File: src/rtl/soc_ram_ctrl.sv
`default_nettype none
// ============================================================================
// Module   : soc_ram_ctrl
// Purpose  : Two-port request/acknowledge front end for the single-port
//            on-chip SRAM. Port 0 serves instruction fetch, port 1 serves
//            data load/store. Arbitrates the ports, turns byte enables into
//            the SRAM's inverted bit mask (1 = keep old bit), sequences the
//            one-cycle registered read latency and returns a one-cycle ack.
// Options  : `define SOC_RAM_CTRL_RR_EN selects round-robin arbitration;
//            left undefined, port 0 has fixed priority.
// Revision : 1.0 - initial release
// ============================================================================
module soc_ram_ctrl #(
    parameter int WORD_WIDTH = 16,
    parameter int ADDR_WIDTH = 8,
    parameter int BE_WIDTH   = WORD_WIDTH / 8
) (
    input  logic                  clk_i,
    input  logic                  rst_i,

    input  logic                  p0_req_i,
    input  logic                  p0_we_i,
    input  logic [ADDR_WIDTH-1:0] p0_addr_i,
    input  logic [BE_WIDTH-1:0]   p0_be_i,
    input  logic [WORD_WIDTH-1:0] p0_wdata_i,
    output logic                  p0_ack_o,
    output logic [WORD_WIDTH-1:0] p0_rdata_o,

    input  logic                  p1_req_i,
    input  logic                  p1_we_i,
    input  logic [ADDR_WIDTH-1:0] p1_addr_i,
    input  logic [BE_WIDTH-1:0]   p1_be_i,
    input  logic [WORD_WIDTH-1:0] p1_wdata_i,
    output logic                  p1_ack_o,
    output logic [WORD_WIDTH-1:0] p1_rdata_o,

    output logic                  ram_sel_o,
    output logic                  ram_read_o,
    output logic                  ram_write_o,
    output logic [ADDR_WIDTH-1:0] ram_addr_o,
    output logic [WORD_WIDTH-1:0] ram_mask_o,
    output logic [WORD_WIDTH-1:0] ram_data_o,
    input  logic [WORD_WIDTH-1:0] ram_data_i
);

    localparam logic [1:0] IDLE    = 2'd0;
    localparam logic [1:0] ACCESS  = 2'd1;
    localparam logic [1:0] CAPTURE = 2'd2;
    localparam logic [1:0] ACK     = 2'd3;

    logic [1:0]            state;
    logic                  grant_p1;   // port owning the access in flight
    logic                  acc_we;     // access in flight is a write
    logic                  req_any;
    logic                  pick_p1;    // arbitration result for this cycle
    logic                  pick_we;
    logic [ADDR_WIDTH-1:0] pick_addr;
    logic [BE_WIDTH-1:0]   pick_be;
    logic [WORD_WIDTH-1:0] pick_wdata;
    logic [WORD_WIDTH-1:0] pick_mask;

    assign req_any = p0_req_i | p1_req_i;

`ifdef SOC_RAM_CTRL_RR_EN
    // Remembers the winner of the last grant; reset value lets port 0 win a tie.
    logic last_p1;

    // On a tie the port that did not win last time gets the grant.
    always_comb begin
        pick_p1 = p1_req_i & (~p0_req_i | ~last_p1);
    end

    // Update the round-robin pointer whenever a grant is issued.
    always_ff @(posedge clk_i) begin
        if (rst_i) begin
            last_p1 <= 1'b1;
        end else if (state == IDLE && req_any) begin
            last_p1 <= pick_p1;
        end
    end
`else
    // Fixed priority: port 1 wins only when port 0 is not requesting.
    always_comb begin
        pick_p1 = p1_req_i & ~p0_req_i;
    end
`endif

    // Mux the winning port's request fields.
    always_comb begin
        pick_we    = pick_p1 ? p1_we_i    : p0_we_i;
        pick_addr  = pick_p1 ? p1_addr_i  : p0_addr_i;
        pick_be    = pick_p1 ? p1_be_i    : p0_be_i;
        pick_wdata = pick_p1 ? p1_wdata_i : p0_wdata_i;
    end

    // A cleared byte enable keeps all eight bits of that byte in the SRAM.
    for (genvar k = 0; k < BE_WIDTH; k++) begin : g_mask
        assign pick_mask[8*k +: 8] = {8{~pick_be[k]}};
    end

    // Access sequencer: IDLE -> ACCESS -> CAPTURE -> ACK, all outputs registered.
    always_ff @(posedge clk_i) begin
        if (rst_i) begin
            state       <= IDLE;
            grant_p1    <= 1'b0;
            acc_we      <= 1'b0;
            ram_sel_o   <= 1'b0;
            ram_read_o  <= 1'b0;
            ram_write_o <= 1'b0;
            ram_addr_o  <= '0;
            ram_mask_o  <= '0;
            ram_data_o  <= '0;
            p0_ack_o    <= 1'b0;
            p1_ack_o    <= 1'b0;
            p0_rdata_o  <= '0;
            p1_rdata_o  <= '0;
        end else begin
            p0_ack_o <= 1'b0;
            p1_ack_o <= 1'b0;
            case (state)
                IDLE: begin
                    if (req_any) begin
                        grant_p1    <= pick_p1;
                        acc_we      <= pick_we;
                        ram_addr_o  <= pick_addr;
                        ram_mask_o  <= pick_mask;
                        ram_data_o  <= pick_wdata;
                        ram_sel_o   <= 1'b1;
                        ram_write_o <= pick_we;
                        ram_read_o  <= ~pick_we;
                        state       <= ACCESS;
                    end
                end
                ACCESS: begin
                    // SRAM samples the strobes at the end of this cycle.
                    ram_sel_o   <= 1'b0;
                    ram_write_o <= 1'b0;
                    ram_read_o  <= 1'b0;
                    state       <= CAPTURE;
                end
                CAPTURE: begin
                    // Registered read data is valid now; writes leave rdata alone.
                    if (!acc_we) begin
                        if (grant_p1) begin
                            p1_rdata_o <= ram_data_i;
                        end else begin
                            p0_rdata_o <= ram_data_i;
                        end
                    end
                    if (grant_p1) begin
                        p1_ack_o <= 1'b1;
                    end else begin
                        p0_ack_o <= 1'b1;
                    end
                    state <= ACK;
                end
                ACK: begin
                    // No grant here, so a held request restarts on the next IDLE.
                    state <= IDLE;
                end
                default: begin
                    state <= IDLE;
                end
            endcase
        end
    end

endmodule
`default_nettype wire

File: config.mk
export PLATFORM = sky130hd
export DESIGN_NAME = soc_ram_ctrl
export DESIGN_NICKNAME = d
export VERILOG_FILES = /design/src/rtl/soc_ram_ctrl.sv
export SDC_FILE = /design/constraint.sdc
export NUM_CORES = 1
export LEC_CHECK = 0
export ABC_AREA = 1
export CAP_MARGIN = 20
export CORE_MARGIN = 3
export CORE_UTILIZATION = 39
export DETAILED_ROUTE_END_ITERATION = 7
export GPL_TIMING_DRIVEN = 0
export PLACE_DENSITY = 0.83
export SETUP_SLACK_MARGIN = 0.15
export SLEW_MARGIN = 5
export SYNTH_ARGS = -nofsm -noshare
export SYNTH_HDL_FRONTEND = slang
export SYNTH_SLANG_ARGS = --single-unit
File: constraint.sdc
create_clock -name clk_i -period 1.75 [get_ports clk_i]
set_clock_uncertainty 0.2 [all_clocks]
set_input_delay 0.4375 -clock clk_i [delete_from_list [all_inputs] [get_ports clk_i]]
set_output_delay 0.4375 -clock clk_i [all_outputs]
set_load 0.03 [all_outputs]
==> results.toml, run 1 <==
[outcome]
status = "complete, no violations"

[clock_tree]
cts_tree = "done"
cts-buffers-inserted = 9
root_buffer = "clkbuf_8"
cts_hold_buffers = 0
clk_path_buf_depth = 2
clk_pin_slew_ns = 0.08
cts.sinks = 67
clock_latency_ns = 0.34
ctsHtreeMaxLevel = 3

[finish]
utilization_pct = 68.49
syn_to_final_growth_pct = 68.61
diodes = 0
fillCellCount = 570
fin_area_um2 = 4705
mostFrequentLayoutCell = "clkdlybuf4s50_1"
mostFrequentLayoutCells = "clkdlybuf4s50_1, buf_2, dfxtp_1"
drive_gt1_share_pct = 34.94
final_nets = 612

[timing]
maxSlewViolCount = 0
fin_crit_sh_pct = 95.04
max_freq_mhz = 601.2
tightest_slew_ns = 0.3025
fin_crit_ns = 1.663
hold_viol_final = 0
finalSetupViolCount = 0
relSlewSlack_pct = 79.84
setup_slack_ns = 0.08675
rsz0062_at_grt = "yes"

[logic_synthesis]
synth.ff_latch_count = 67
seq_area_frac_synth_pct = 48.07
syn_avg_cell_area_um2 = 7.838
ys.warnings.count = 0
netlist_area_um2 = 2790
ys_types = 23
netlist_instances = 356
synth_fp_nets = 435

[setup_path]
crit_chain = "buf_4, clkbuf_4"
path_class = "flip-flop to output port"
crit_slowest_cell = "dfxtp_4"
cp.arrival_ns = 1.03
cp_slowest_stage_delay_ns = 0.40
crit_fanout = 9
start_kind = "flip-flop"
end_kind = "output port"
cp.required_ns = 1.11
crit_family = "flip-flops"
path_buf_inv = 2

[floorplanning]
die-area_um2 = 8206
core_um2 = 6869
rows = 30
die_y_um = 90.59
start_util_pct = 40.62
ios = 151
die_x_um = 90.59

[power_and_ir_drop]
peakVddDrop_mv = 0.6446
report.power.total_w = 0.007401
leakagePower_nw = 2.169
power_density_nw_per_um2 = 1573

[placed_design]
gp_congestion = 0.7715
io_buffers = 150
dpl_cell_area_um2 = 4412
hpwl_um = 6772
pre_cts_slack_ns = -0.4773

[global_routing]
grt_overflow = 0
antenna_found_initial = 0
grt_pass1_wl_um = 14730
grt_usage_pct = 22.37
grt_max_degree = 14
grt_pass1_vias = 2986

[routing]
viasPerCell = 4.938
dr_total_vias = 3131
wl_per_cell_um = 15.53
drt-initial-drc-count = 141
finalWirelength_um = 9847
drt_first_pass_iters = 4
drc_errors = 0
ant_nets = 0

[flow_run]
cap_violations = 0

[min_path]
hp-class = "input pin to flip-flop"
registers in the layout, summed over array words and instances, names as in the netlist, 2 cells and up:
name        count
ram_addr_o      8
state           2
ram_data_o     16
p1_rdata_o     16
ram_mask_o      2
p0_rdata_o     16
where the power goes:
| part | leakage, nW | switching (W) | internal [W] |
|---|---|---|---|
| combinational | 1.50 | 0.00217 | 0.00145 |
| sequential | 0.552 | 0.000236 | 0.00193 |
| clock | 0.120 | 0.000646 | 0.000959 |
| total | 2.17 | 0.00305 | 0.00435 |
final timing paths:
kind	from	to	slack [ns]	cells past startpoint
min	rst_i	ram_write_o	0.24	2
max reg2reg	state[0]	p0_rdata_o[8]	0.16	9
max	ram_mask_o[8]	ram_mask_o[13]	0.09	2
min reg2reg	ram_sel_o	ram_sel_o	0.26	2
worst register-to-register path, stage by stage (launching register included):
cell	delay [ns]
dfxtp_2	0.34
inv_4	0.08
ha_4	0.16
inv_4	0.05
nor3_4	0.18
buf_6	0.16
inv_8	0.05
buf_12	0.14
nor2_4	0.07
nor2_1	0.05
Yosys cell counts, drive strengths merged:
library cell / number / area share, %
nor3: 2 / 0.76
ha: 5 / 2.2
nor2: 74 / 11
nand3: 4 / 0.72
a21boi: 1 / 0.27
nand2: 41 / 5.7
inv: 13 / 1.7
clkbuf: 6 / 0.81
a21oi: 55 / 10
dfxtp: 67 / 48
o21ai: 61 / 11
buf: 27 / 7.6
routing by layer:
layer / wire [um] / track usage, % / vias up / part of all wire, %
li1: - / - / 1523 / -
met3: 625 / 6.333 / 18 / 6.3
met2: 5132 / 39.22 / 123 / 52
met1: 3842 / 25.60 / 1467 / 39
met4: 246 / 8.673 / 0 / 2.5
met5: 0 / 0 / - / 0
what timing repair did:
item / 4_1_cts / 5_1_grt
buffers inserted: 5 / 7
endpoints found under the setup margin: 140 / 75
pin swaps: 3 / 8
gates resized for setup: 433 / 56
cloned: 1 / 3
through the flow:
step	TNS, ns	hold slack (ns)	instances
after global placement	-23.39	0.2503	602
final	0	0.2444	634
after global routing	0	0.2567	634
after detailed placement	-25.18	0.2519	602
after CTS	0	0.2616	624
after floorplan	0	0.2669	356
cells by family after synthesis:
kind of cell    count (synthesis)  share of synthesized area, %
fa+ha+maj                       5                         2.242
compound gates                117                         21.48
simple gates                  121                         18.03
buf+inv                        46                         10.18
flops                          67                         48.07
final cells by class:
type	count	area, um^2	area share [%]
well taps	96	120.1	2.553
repair buffers	166	1343	28.54
multi-input cells	243	1297	27.58
clock buffers	9	123.9	2.633
plain buffers	33	271.5	5.771
clock inverters	7	123.9	2.633
flip-flops and latches	67	1354	28.78
inverters	13	71.32	1.516
Note: power is estimated with default switching activity, not from simulation.
==> run 2, diff against run 1 <==
HOLD_SLACK_MARGIN = 0.05   (was default)
TNS_END_PERCENT = 20   (was default)
==> run 2 against run 1 <==
  * Register-to-register slack about the same
  * Fmax fell by 3.6%
  * Total power shrank 1.1%
==> results.toml, run 2 (synthesis results as in run 1) <==
[outcome]
status = "complete, no violations"

[clock_tree]
root_buffer = "clkbuf_8"
cts_tree = "done"
clk_pin_slew_ns = 0.08
clk_path_buf_depth = 2
cts.sinks = 67
cts-buffers-inserted = 9
ctsHtreeMaxLevel = 3
cts_hold_buffers = 0
clock_latency_ns = 0.34

[global_routing]
grt_pass1_wl_um = 14430
top_usage_layer = "met2"
antenna_found_initial = 0
grt_use_met1_pct = 26.13
grt_pass1_vias = 2982
grt_usage_pct = 21.76
grt_max_degree = 14
grt_overflow = 0
gr-usage-met3_pct = 6.000
grt_util_met2_pct = 36.63

[setup_path]
start_kind = "flip-flop"
crit_chain = "clkdlybuf4s15_1"
crit_fanout = 2
crit_slowest_cell = "clkdlybuf4s15_1"
end_kind = "output port"
cp.required_ns = 1.11
cp.arrival_ns = 1.09
cp_slowest_stage_delay_ns = 0.38
path_class = "flip-flop to output port"
reg2reg_slack_ns = 0.17
crit_family = "buffers and inverters"
path_buf_inv = 1

[power_and_ir_drop]
p_int_w = 0.004340
pwr-share-comb_pct = 48.3
power_frac_clock_pct = 22.0
seqPwrFrac_pct = 29.7
peakVddDrop_mv = 0.7024
power_density_nw_per_um2 = 1511
switching_share_pct = 40.73
switching_power_w = 0.002982
leakagePower_nw = 2.174
report.power.total_w = 0.007322

[placed_design]
dpl_cell_area_um2 = 4412
io_buffers = 150
pre_cts_slack_ns = -0.4773
hpwl_um = 6772
gp_congestion = 0.7715

[floorplanning]
rows = 30
start_util_pct = 40.62
core_um2 = 6869
ios = 151
die_y_um = 90.59
die_x_um = 90.59
die-area_um2 = 8206

[flow_run]
cap_violations = 0

[timing]
max_freq_mhz = 579.4
finalSetupViolCount = 0
setup_slack_ns = 0.02393
fin_crit_ns = 1.726
rsz0062_at_grt = "yes"
tightest_slew_ns = 0.3378
relSlewSlack_pct = 77.57
maxSlewViolCount = 0
hold_viol_final = 0
fin_crit_sh_pct = 98.63
fin_tns_setup_ns = 0

[routing]
viasPerCell = 4.878
finalWirelength_um = 9785
wl_per_cell_um = 15.36
drt_first_pass_iters = 4
drt-initial-drc-count = 105
ant_nets = 0
dr_total_vias = 3107
drc_errors = 0

[finish]
reg_top3 = "p0_rdata_o x16, p1_rdata_o x16, ram_data_o x16"
utilization_pct = 70.53
fillCellCount = 544
mostFrequentLayoutCells = "clkdlybuf4s50_1, nor2_1, dfxtp_1"
mostFrequentLayoutCell = "clkdlybuf4s50_1"
fin_area_um2 = 4845
diodes = 0
final_nets = 615
drive_gt1_share_pct = 23.84
syn_to_final_growth_pct = 73.63

[min_path]
hp-class = "input pin to flip-flop"
## run 2: layout make-up
class                   instances  area (um^2)  share of cell area (%)
repair buffers                169         1560                   32.21
flip-flops and latches         67         1356                   28.00
multi-input cells             243         1220                   25.18
plain buffers                  33        276.5                   5.708
clock buffers                   9        123.9                   2.557
clock inverters                 7        123.9                   2.557
well taps                      96        120.1                   2.479
inverters                      13        63.81                   1.317
## run 2: stage by stage
stage,hold WS [ns],instances
CTS,0.2642,621
floorplan,0.2669,356
global route,0.2578,637
global placement,0.2503,602
finish,0.2356,637
detailed placement,0.2519,602
## run 2: repair_timing
action,CTS,global route
setup endpoints to repair,140,129
gates cloned,0,2
buffers inserted,3,14
pin swaps,2,5
resized for setup,235,74
## run 2: path summary, 6_finish.rpt
check	start	to	depth (start not counted)
worst max-delay path	p1_rdata_o[2]	p1_rdata_o[2]	1
worst min-delay path	rst_i	ram_write_o	2
worst max register to register	state[0]	p0_rdata_o[1]	9
worst min register to register	ram_sel_o	ram_sel_o	2
## run 2: power by group through the flow
| stage | Sequential, W | Combinational (W) | Clock, W |
|---|---|---|---|
| after floorplan | 0.00287 | 0.00132 | 0 |
| after global placement | 0.00216 | 0.00333 | 0 |
| after detailed placement | 0.00218 | 0.00340 | 0 |
| after CTS | 0.00215 | 0.00319 | 0.00163 |
| after global routing | 0.00222 | 0.00377 | 0.00169 |
| final | 0.00218 | 0.00354 | 0.00161 |
## run 2: per-layer routing
layer,vias up,wire [um]
met2,137,4941
li1,1525,-
met1,1425,3910
met5,-,0
met3,20,672
met4,0,260
## run 2: worst reg2reg max path, delay by kind of cell (launching register included)
kind,cells,cell delay (ns)
and+or+nand+nor,3,0.31
adders and majority gates,1,0.15
DFF,1,0.36
buffers and inverters,5,0.47
